### config.mk
export PLATFORM = sky130hd
export DESIGN_NAME = led_display_arbiter_flat
export DESIGN_NICKNAME = d
export VERILOG_FILES = /design/src/rtl/led_pkg.sv /design/src/rtl/led_display_arbiter_if.sv /design/src/rtl/led_display_arbiter_rr_pick.sv /design/src/rtl/led_display_arbiter.sv /design/src/flat_wrapper.sv
export SDC_FILE = /design/constraint.sdc
export NUM_CORES = 1
export LEC_CHECK = 0
export CORE_MARGIN = 4
export CORE_UTILIZATION = 25
export CTS_CLUSTER_DIAMETER = 80
export DETAILED_ROUTE_END_ITERATION = 7
export GPL_ROUTABILITY_DRIVEN = 0
export SLEW_MARGIN = 20
export SYNTH_ARGS = -nofsm -noshare
export SYNTH_HDL_FRONTEND = slang
export SYNTH_SLANG_ARGS = --single-unit
### constraint.sdc
create_clock -name clk -period 1.9 [get_ports clk]
set_input_delay 0.19 -clock clk [delete_from_list [all_inputs] [get_ports clk]]
set_output_delay 0.19 -clock clk [all_outputs]
set_load 0.05 [all_outputs]
### src/rtl/led_pkg.sv
// Shared types and constants for the LED display arbiter.
// Latency: n/a (declarations only).
// Backpressure: n/a.
package led_pkg;

    typedef enum logic [1:0] {
        IDLE   = 2'd0,
        SHOW   = 2'd1,
        URGENT = 2'd2
    } arb_state_e;

    localparam int SEG_DIGITS = 8;
    localparam int SEG_BITS   = 32;

    // Width of a source index; at least one bit so a single-source build still has a port.
    function automatic int idx_width(input int n);
        return (n > 1) ? $clog2(n) : 1;
    endfunction

endpackage

### src/rtl/led_display_arbiter_if.sv
// Request/display bundle between the debug sources and the LED display arbiter.
// Latency: n/a (wires only).
// Backpressure: none; requests are levels and the display is sampled every cycle.
interface led_display_arbiter_if #(
    parameter int NUM_SRC = 4
);
    import led_pkg::*;

    localparam int OW = idx_width(NUM_SRC);

    logic [NUM_SRC-1:0]            req;
    logic [NUM_SRC-1:0]            urgent;
    logic [NUM_SRC*SEG_BITS-1:0]   src_value;
    logic [NUM_SRC*SEG_DIGITS-1:0] src_enable;
    logic [NUM_SRC-1:0]            grant;
    logic [OW-1:0]                 owner;
    logic                          owner_valid;
    logic [SEG_BITS-1:0]           value;
    logic [SEG_DIGITS-1:0]         enable;

    // Source side: drives requests and display buses, observes the grant.
    modport master (
        output req, urgent, src_value, src_enable,
        input  grant, owner, owner_valid, value, enable
    );

    // Arbiter side.
    modport slave (
        input  req, urgent, src_value, src_enable,
        output grant, owner, owner_valid, value, enable
    );

endinterface

### src/rtl/led_display_arbiter_rr_pick.sv
// Round-robin search: first set request at or after start, wrapping past the top.
// Latency: combinational.
// Backpressure: none.
module rr_pick #(
    parameter int NUM_SRC = 4,
    parameter int OW      = 2
) (
    input  logic [NUM_SRC-1:0] req,
    input  logic [OW-1:0]      start,
    output logic               found,
    output logic [OW-1:0]      idx
);

    localparam logic [OW:0] N_L = (OW+1)'(NUM_SRC);

    logic [OW:0]   pos;
    logic [OW-1:0] pos_idx;

    // Scan from the farthest offset down so the nearest hit to start wins.
    always_comb begin
        found   = 1'b0;
        idx     = '0;
        pos     = '0;
        pos_idx = '0;
        for (int k = NUM_SRC - 1; k >= 0; k--) begin
            pos = {1'b0, start} + (OW+1)'(k);
            if (pos >= N_L) begin
                pos = pos - N_L;
            end
            pos_idx = pos[OW-1:0];
            if (req[pos_idx]) begin
                found = 1'b1;
                idx   = pos_idx;
            end
        end
    end

endmodule

### src/rtl/led_display_arbiter.sv
// Shares one 8-digit LED driver between debug sources: round-robin turns, urgent preemption with blink.
// Latency: request -> grant 1 cycle; grant -> value/enable 1 further cycle (one register stage).
// Backpressure: none; level requests are re-evaluated every cycle and the display is always driven.
module led_display_arbiter
    import led_pkg::*;
#(
    parameter int NUM_SRC      = 4,
    parameter int DWELL_CYCLES = 21_000_000,
    parameter int BLINK_CYCLES = 5_250_000
) (
    input logic                  clk,
    input logic                  reset,
    led_display_arbiter_if.slave bus
);

    localparam int OW = idx_width(NUM_SRC);
    localparam int DW = $clog2(DWELL_CYCLES + 1);
    localparam int BW = $clog2(BLINK_CYCLES + 1);

    localparam logic [DW-1:0] DWELL_LAST = DW'(DWELL_CYCLES - 1);
    localparam logic [BW-1:0] BLINK_LAST = BW'(BLINK_CYCLES - 1);
    localparam logic [OW-1:0] LAST_SRC   = OW'(NUM_SRC - 1);

    arb_state_e    state, state_nxt;
    logic [OW-1:0] cur_owner, owner_nxt;
    logic [OW-1:0] rr_ptr, rr_ptr_nxt;
    logic [DW-1:0] dwell, dwell_nxt;
    logic [BW-1:0] blink, blink_nxt;
    logic          blink_on, blink_on_nxt;

    logic [SEG_BITS-1:0]   disp_value;
    logic [SEG_DIGITS-1:0] disp_enable;

    logic [SEG_BITS-1:0]   src_val [NUM_SRC];
    logic [SEG_DIGITS-1:0] src_en  [NUM_SRC];

    logic [NUM_SRC-1:0] req_eff;
    logic               any_urg;
    logic [OW-1:0]      urg_idx;
    logic               rr_found;
    logic [OW-1:0]      rr_idx;
    logic               rearb;

    for (genvar i = 0; i < NUM_SRC; i++) begin : g_unpack
        assign src_val[i] = bus.src_value[SEG_BITS*i +: SEG_BITS];
        assign src_en[i]  = bus.src_enable[SEG_DIGITS*i +: SEG_DIGITS];
    end

    // An urgent source is also a requester, so a lone urgent bit still counts for rotation.
    assign req_eff = bus.req | bus.urgent;
    assign any_urg = |bus.urgent;

    // Urgent priority is fixed: lowest index wins.
    always_comb begin
        urg_idx = '0;
        for (int i = NUM_SRC - 1; i >= 0; i--) begin
            if (bus.urgent[i]) begin
                urg_idx = OW'(i);
            end
        end
    end

    rr_pick #(
        .NUM_SRC (NUM_SRC),
        .OW      (OW)
    ) u_rr_pick (
        .req   (req_eff),
        .start (rr_ptr),
        .found (rr_found),
        .idx   (rr_idx)
    );

    // Next-state: hold the current owner, or re-arbitrate on drop/preempt/turn expiry.
    always_comb begin
        state_nxt    = state;
        owner_nxt    = cur_owner;
        rr_ptr_nxt   = rr_ptr;
        dwell_nxt    = dwell;
        blink_nxt    = blink;
        blink_on_nxt = blink_on;
        rearb        = 1'b0;

        case (state)
            IDLE: rearb = 1'b1;
            SHOW: begin
                if (any_urg || !req_eff[cur_owner] || dwell == DWELL_LAST) begin
                    rearb = 1'b1;
                end else begin
                    dwell_nxt = dwell + 1'b1;
                end
            end
            URGENT: begin
                // A higher-priority urgent source waits until the current one lets go.
                if (!bus.urgent[cur_owner]) begin
                    rearb = 1'b1;
                end else if (blink == BLINK_LAST) begin
                    blink_nxt    = '0;
                    blink_on_nxt = !blink_on;
                end else begin
                    blink_nxt = blink + 1'b1;
                end
            end
            default: rearb = 1'b1;
        endcase

        if (rearb) begin
            // Every arbitration restarts both counters; blink phase starts lit.
            dwell_nxt    = '0;
            blink_nxt    = '0;
            blink_on_nxt = 1'b1;
            if (any_urg) begin
                state_nxt = URGENT;
                owner_nxt = urg_idx;
            end else if (rr_found) begin
                // Re-picking the sole requester at turn expiry lands here too and restarts its turn.
                state_nxt  = SHOW;
                owner_nxt  = rr_idx;
                rr_ptr_nxt = (rr_idx == LAST_SRC) ? '0 : rr_idx + 1'b1;
            end else begin
                state_nxt = IDLE;
                owner_nxt = '0;
            end
        end
    end

    // State, owner, pointer and counter registers.
    always_ff @(posedge clk) begin
        if (reset) begin
            state     <= IDLE;
            cur_owner <= '0;
            rr_ptr    <= '0;
            dwell     <= '0;
            blink     <= '0;
            blink_on  <= 1'b1;
        end else begin
            state     <= state_nxt;
            cur_owner <= owner_nxt;
            rr_ptr    <= rr_ptr_nxt;
            dwell     <= dwell_nxt;
            blink     <= blink_nxt;
            blink_on  <= blink_on_nxt;
        end
    end

    // Display register: follows the owner's bus live, blanked when idle or in the blink-off phase.
    always_ff @(posedge clk) begin
        if (reset) begin
            disp_value  <= '0;
            disp_enable <= '0;
        end else if (state != IDLE) begin
            disp_value  <= src_val[cur_owner];
            disp_enable <= src_en[cur_owner] &
                           ((state == URGENT) ? {SEG_DIGITS{blink_on}} : {SEG_DIGITS{1'b1}});
        end else begin
            disp_value  <= '0;
            disp_enable <= '0;
        end
    end

    assign bus.owner_valid = (state != IDLE);
    assign bus.owner       = cur_owner;
    assign bus.grant       = (state != IDLE) ? (NUM_SRC'(1) << cur_owner) : '0;
    assign bus.value       = disp_value;
    assign bus.enable      = disp_enable;

endmodule

### src/flat_wrapper.sv
// flat-port wrapper written by rule: the top's interface ports become plain ports
module led_display_arbiter_flat import led_pkg::*;
#(
    parameter int NUM_SRC      = 4,
    parameter int DWELL_CYCLES = 21_000_000,
    parameter int BLINK_CYCLES = 5_250_000
)
  (clk, reset, bus_req, bus_urgent, bus_src_value, bus_src_enable, bus_grant, bus_owner, bus_owner_valid, bus_value, bus_enable);
  led_display_arbiter_if #(.NUM_SRC(NUM_SRC)) bus_i ();
  input logic clk;
  input logic reset;
  input wire logic [$bits(bus_i.req)-1:0] bus_req;
  input wire logic [$bits(bus_i.urgent)-1:0] bus_urgent;
  input wire logic [$bits(bus_i.src_value)-1:0] bus_src_value;
  input wire logic [$bits(bus_i.src_enable)-1:0] bus_src_enable;
  output wire logic [$bits(bus_i.grant)-1:0] bus_grant;
  output wire logic [$bits(bus_i.owner)-1:0] bus_owner;
  output wire logic [$bits(bus_i.owner_valid)-1:0] bus_owner_valid;
  output wire logic [$bits(bus_i.value)-1:0] bus_value;
  output wire logic [$bits(bus_i.enable)-1:0] bus_enable;
  assign bus_i.req = bus_req;
  assign bus_i.urgent = bus_urgent;
  assign bus_i.src_value = bus_src_value;
  assign bus_i.src_enable = bus_src_enable;
  assign bus_grant = bus_i.grant;
  assign bus_owner = bus_i.owner;
  assign bus_owner_valid = bus_i.owner_valid;
  assign bus_value = bus_i.value;
  assign bus_enable = bus_i.enable;
  led_display_arbiter #(.NUM_SRC(NUM_SRC), .DWELL_CYCLES(DWELL_CYCLES), .BLINK_CYCLES(BLINK_CYCLES)) u_core (.clk(clk), .reset(reset), .bus(bus_i));
endmodule
==> impl_metrics.csv, run 1 <==
group,metric,value,unit
floorplan,initial_core_util,25.82,%
clocking,cts_sinks,95,
setup_path,critPathCaptureType,"flip-flop",
setup_path,cp_cell_sequence,"or4b_4 -> nor4_4 -> nand4_2 -> a21bo_4 -> a21o_1 -> a221oi_2",
yosys,synth_flop_cell,"dfxtp_1",
yosys,yosys.area.top_type_share,38.85,%
sta,hold_violations,0,
floorplan,coreArea,18960,µm²
floorplan,fp.dieH,147.9,µm
route,drt_iter0_drc,184,
global_routing,antenna_found_initial,0,
yosys,ys_seq_area_share,38.85,%
route,first_pass_iters,4,
floorplan,rows,50,
pwr,internal_power,0.004058,W
yosys,synth_cell_types,50,
clocking,cts_buffers,9,
global_routing,grt_util_met1,19.53,%
status,status,"finished with violations",
setup_path,worst_ep_arrival_time,2.33,ns
yosys,avgSynthCellArea,10.03,µm²
global_routing,gr-usage-met2,25.85,%
sta,worst_clock_skew,0.009137,ns
route,num_vias,4810,
min_path,hold_path_class,"flip-flop to flip-flop",
yosys,synth_edf_count,0,
clocking,cts-root-buf,"clkbuf_16",
yosys,yosys_warnings,0,
setup_path,slowest_stage,"or4b_4",
sta,timing.setup.tns,-6.415,ns
route,wire_per_inst,16.16,µm
route,drc,0,
cells_and_area,final_nets,935,
cells_and_area,diodes,0,
placed_design,dp_hpwl,12.74,mm
run,max-cap-violations,0,
yosys,syn-num-nets,663,
setup_path,worstSetupStartpointType,"flip-flop",
sta,max_freq,0.4850,GHz
setup_path,cp_top_family,"simple AND/OR/NAND/NOR gates",
cells_and_area,stdcell_count,1025,
sta,post-route-min-period,2.062,ns
floorplan,die_area,21880,µm²
min_path,min-delay-start,"u_core.dwell[23]",
route,drtAntennaViolNets,0,
global_routing,grt_start_max_net_pins,46,
yosys,ys_ff_latch,95,
global_routing,grt_overflow,0,
cells_and_area,syn_to_final_growth,74.51,%
yosys,yosys.area.top_type,"dfxtp_1",
pwr,vdd_drop_max,0.4090,mV
floorplan,fp.dieW,147.9,µm
sta,max_slew_margin,44.66,%
setup_path,critPathMaxFanout,5,
global_routing,grt_busiest_layer,"met2",
yosys,netlist_instances,488,
pwr,p_seq_share,37.4,%
pwr,p_leak,3.086,nW
clocking,clk_pin_slew,0.07,ns
setup_path,max_stage_delay,0.55,ns
sta,rsz0062_at_grt,"true",
pwr,switching_power,0.001513,W
route,vias_per_cell,4.693,
yosys,synth.area.top_cells,"dfxtp_1 39%, mux4_2 19%, and3_1 5.4%",
status,violations,"negative setup slack",
pwr,switching_share,27.16,%
yosys,synthTopCellsByCount,"95 x dfxtp_1, 54 x nor2_1, 42 x and3_1, 42 x mux4_2, 23 x nand2_1",
sta,fin_crit_sh,108.5,%
placed_design,dpl.cell_count,994,
cells_and_area,multi_input_area,3044,µm²
clocking,clock_latency,0.35,ns
global_routing,use_met3,3.985,%
pwr,powerDensity,652.1,nW/µm²
cells_and_area,seq_area,1912,µm²
clocking,cts_tree,"yes",
cells_and_area,drive_above_1_share,23.92,%
global_routing,grt_pass1_vias,4812,
setup_path,path_class,"flip-flop to flip-flop",
clocking,htree_levels,3,
route,wl,16.57,mm
sta,setup-violations-final,55,
sta,fin_ws,-0.1617,ns
pwr,clockPowerShare,35.5,%
setup_path,critPathBufInv,0,
floorplan,num_io_pins,217,
clocking,ctsLongestPathBuffers,2,
yosys,synthMostInstantiatedCell,"dfxtp_1",
setup_path,cp-startpoint,"u_core.dwell[6]",
global_routing,grtUsageTotal,15.26,%
cells_and_area,fillers,1762,
setup_path,required,2.16,ns
yosys,syn-cell-area,4895,µm²
global_routing,grt_pass1_wl,26.29,mm
pwr,pwr-share-comb,27.1,%
sta,worst_slew_pin_slew,0.8265,ns
setup_path,reg2reg_from,"u_core.dwell[6]",
sta,drv_slew,0,
placed_design,io_buffers,216,
yosys,async_reset_ff_share,0,%
## per-stage QoR
step                hold WS (ns)  setup WS [ns]  area, µm²  total power, W  utilization, %
floorplan                 0.2494        -0.1319       4967        0.002858               -
global placement          0.4658        -0.4381       7829        0.003555           41.30
detailed placement        0.4803        -0.4874       7829        0.003560           41.30
CTS                       0.4897        -0.1536       8392        0.005647           44.27
global route              0.5233        -0.2324       8542        0.005831           45.06
finish                    0.4975        -0.1617       8542        0.005570           45.06
## layout by cell type, fill, tap and decap left out, types with 3 or more instances in the layout
master,synthesis,routed
a21oi_1,19,7
a21oi_2,0,12
and3_1,42,42
and4_1,3,3
buf_12,0,10
buf_4,0,56
buf_6,0,6
clkbuf_16,0,10
clkdlybuf4s50_1,0,209
dfxtp_1,95,91
ha_1,5,4
inv_1,16,15
inv_6,0,3
mux4_2,42,42
nand2_1,23,22
nand3_1,16,14
nand4_1,20,20
nor2_1,54,42
nor2_2,1,5
nor2_4,1,9
nor2b_1,8,8
nor3_1,8,7
nor4_1,6,6
o211ai_1,3,3
o21ai_0,20,20
o31ai_1,4,4
or3_1,11,10
or4_1,3,3
xnor2_1,10,10
xor2_1,20,20
## final timing paths
check	end	slack (ns)	cells past startpoint
hold / removal	u_core.dwell[23]	0.50	2
setup / recovery	u_core.rr_ptr[0]	-0.16	6
setup reg to reg	u_core.rr_ptr[0]	-0.16	6
hold reg to reg	u_core.dwell[23]	0.50	2
## cell families after synthesis
family                   count (synthesis)  share of synthesized area [%]
buffers and inverters                   43                          3.579
multiplexers                            44                          19.73
AND/OR/NAND/NOR                        209                          23.31
adder cells (fa/ha/maj)                  5                          1.278
AO/OA/AOI/OAI                           62                          7.873
flip-flops                              95                          38.85
XOR/XNOR                                30                          5.368
## flip-flops by register name (all words and copies together) (netlist names)
register and flops:
u_core.blink 23, u_core.blink_on 1, u_core.bus.enable 8, u_core.bus.owner 2, u_core.bus.value 32, u_core.dwell 25
u_core.rr_ptr 2, u_core.state 2
## per-layer routing
| layer | routed length (µm) | vias up |
|---|---|---|
| met1 | 7049 | 2277 |
| met3 | 964 | 20 |
| met2 | 8267 | 152 |
| met5 | 0 | - |
| met4 | 285 | 0 |
| li1 | - | 2361 |
## power by group through the flow
| stage | Sequential (W) | Clock [W] | Combinational, W |
|---|---|---|---|
| finish | 0.00209 | 0.00197 | 0.00151 |
| global route | 0.00209 | 0.00213 | 0.00160 |
| CTS | 0.00209 | 0.00206 | 0.00151 |
| global placement | 0.00213 | 0 | 0.00143 |
| floorplan | 0.00235 | 0 | 0.000505 |
| detailed placement | 0.00213 | 0 | 0.00143 |
## final cells by class
class | instances | area share [%]
clock buffer | 10 | 2.681
clock inverter | 6 | 1.069
inverter | 17 | 0.7470
multi-input combinational | 351 | 35.64
sequential | 95 | 22.38
tap | 260 | 3.808
timing repair buffer | 286 | 33.68
## repair_timing
item,in CTS,in global routing
resized for setup,29,30
setup endpoints to repair,56,56
pin swaps,14,3
buffers inserted,7,5
gates cloned,3,1
hold endpoints to repair,0,0
hold buffers,0,0
## worst register-to-register path: stages, from the launching register on
cell,delay [ns]
dfxtp_2,0.32
or4b_4,0.55
nor4_4,0.15
nand4_2,0.17
a21bo_4,0.29
a21o_1,0.23
a221oi_2,0.26
(Power assumes the default switching activity.)
==> inputs of run 2 (changes only) <==
- CTS_CLUSTER_SIZE: unset -> 12
==> results of run 2 <==
No change in the layout: final DEF, timing and power equal those of run 1.
==> inputs of run 3 (changes only) <==
- clock period: 1.9 -> 1.94 ns (I/O delays scaled with it)
==> run 3 against run 2 <==
The run still ends with negative setup slack left. Highest routed layer unchanged. Largest cell class unchanged. Non-clock buffer count grew 4. Wire length is 5.0% higher. Worst hold slack worse by 0.15 ns. Sequential power is 2% lower. Critical path type is now input port to flip-flop.
==> impl_metrics.csv, run 3 (synthesis gave the netlist of run 1 again) <==
group,metric,value,unit
route,first_pass_iters,5,
setup_path,required,2.20,ns
route,drtAntennaViolNets,0,
cells_and_area,fin_area,8601,µm²
global_routing,grtUsageTotal,14.81,%
placed_design,dp_hpwl,13.14,mm
route,drc,0,
status,violations,"negative setup slack",
route,wl,17.40,mm
global_routing,antenna_found_initial,1,
route,vias_per_cell,4.697,
pwr,p_leak,3.091,nW
sta,post-route-min-period,2.032,ns
pwr,vdd_drop_max,0.4290,mV
route,wire_per_inst,16.88,µm
clocking,hold_buffers,0,
status,status,"finished with violations",
placed_design,dpl_cell_area,7834,µm²
global_routing,grt_start_max_net_pins,43,
setup_path,worstSetupStartpointType,"input port",
floorplan,die_area,21880,µm²
cells_and_area,largest_reg_flops,32,
floorplan,coreArea,18960,µm²
clocking,htree_levels,3,
sta,max_freq,0.4920,GHz
cells_and_area,syn_to_final_growth,75.72,%
cells_and_area,multi_input_area,3092,µm²
sta,hold_violations,0,
sta,max_slew_margin,36.95,%
clocking,cts-root-buf,"clkbuf_16",
cells_and_area,drive_above_1_share,24.94,%
cells_and_area,seq_area,1913,µm²
floorplan,num_io_pins,217,
setup_path,critPathCaptureType,"flip-flop",
min_path,hold_path_class,"input port to flip-flop",
sta,worst_slew_pin_slew,0.9416,ns
clocking,cts_tree,"yes",
pwr,finalPower,0.005322,W
clocking,cts_sinks,95,
setup_path,path_class,"input port to flip-flop",
clocking,clock_latency,0.34,ns
sta,rsz0062_at_grt,"true",
cells_and_area,fillers,1773,
setup_path,critPathMaxFanout,5,
global_routing,grt_pass1_vias,4660,
clocking,clk_pin_slew,0.07,ns
route,drt_iter0_drc,212,
sta,fin_crit_sh,104.8,%
floorplan,fp.dieH,147.9,µm
cells_and_area,mostFrequentLayoutCells,"207 x clkdlybuf4s50_1, 90 x dfxtp_1, 63 x buf_4, 42 x and3_1, 42 x mux4_2",
run,max-cap-violations,0,
setup_path,worst_ep_arrival_time,2.29,ns
clocking,cts_buffers,9,
cells_and_area,final_common_cell,"clkdlybuf4s50_1",
placed_design,io_buffers,216,
sta,worst_clock_skew,0.008166,ns
sta,setup-violations-final,35,
floorplan,initial_core_util,25.82,%
sta,fin_ws,-0.09240,ns
sta,drv_slew,0,
pwr,powerDensity,618.8,nW/µm²
floorplan,rows,50,
clocking,ctsLongestPathBuffers,2,
global_routing,grt_overflow,0,
global_routing,grt_pass1_wl,25.74,mm
cells_and_area,final_nets,940,
route,num_vias,4843,
floorplan,fp.dieW,147.9,µm
==> run 3: changes by cell type in the layout (fill, tap and decap cells not counted), moves of 3 or more <==
| cell | delta |
|---|---|
| nor2_2 | +5 |
| nor2_4 | -4 |
| a21oi_2 | -3 |
| o21ai_1 | +3 |
| o21ai_0 | -3 |
| buf_4 | +7 |
==> run 3: worst paths after layout <==
kind                  startpoint                   to  slack [ns]  cells after the start
max reg2reg  u_core.bus.owner[1]     u_core.dwell[17]       -0.09                      6
max                bus_urgent[1]     u_core.dwell[17]       -0.09                      8
min                bus_urgent[0]  u_core.bus.owner[0]        0.35                      5
min reg2reg     u_core.dwell[23]     u_core.dwell[23]        0.50                      2
==> run 3: area by class of cell <==
type	count	share of cell area [%]
repair buffers	290	33.66
clock inverters	4	0.6110
well taps	260	3.782
clock buffers	12	2.982
diodes	1	0.02910
flip-flops and latches	95	22.24
multi-input cells	352	35.95
inverters	17	0.7419
==> run 3: repair_timing <==
action | in CTS | in global routing
buffers inserted | 4 | 10
pin swaps | 12 | 38
resized for setup | 10 | 50
cloned | 1 | 5
setup endpoints to repair | 52 | 56
==> run 3: critical path, cell delays in order <==
cell and delay, ns:
clkdlybuf4s50_1 0.49, nor2_1 0.06, mux4_2 0.48, nor2_4 0.19
nand4_1 0.19, buf_4 0.21, or3_1 0.32, a21oi_1 0.15
==> run 3: per-layer routing <==
| metal | share of wire [%] | up-vias | global-route usage, % | wire, µm |
|---|---|---|---|---|
| met3 | 4.9 | 12 | 2.882 | 844 |
| met4 | 1.3 | 0 | 3.695 | 226 |
| met5 | 0 | - | 0 | 0 |
| met2 | 50 | 135 | 25.24 | 8695 |
| met1 | 44 | 2316 | 19.38 | 7635 |
| li1 | - | 2380 | - | - |
==> run 3: through the flow <==
| stage | setup slack [ns] | hold slack [ns] | std cells | setup TNS (ns) | utilization [%] |
|---|---|---|---|---|---|
| floorplan | -0.1070 | 0.2534 | 488 | -1.013 | - |
| global placement | -0.3801 | 0.4725 | 994 | -18.21 | 41.33 |
| detailed placement | -0.3904 | 0.4795 | 994 | -18.17 | 41.33 |
| CTS | -0.06333 | 0.4901 | 1015 | -0.2414 | 43.35 |
| global route | -0.1844 | 0.4425 | 1031 | -6.539 | 45.37 |
| finish | -0.09240 | 0.3516 | 1031 | -1.665 | 45.37 |
==> run 3: where the power goes <==
part	switching (W)	internal [W]	leakage, nW	total (W)
registers	0.0000239	0.00202	0.774	0.00204
clock network	0.000754	0.00108	0.153	0.00183
logic	0.000667	0.000785	2.16	0.00145
total	0.00144	0.00388	3.09	0.00532
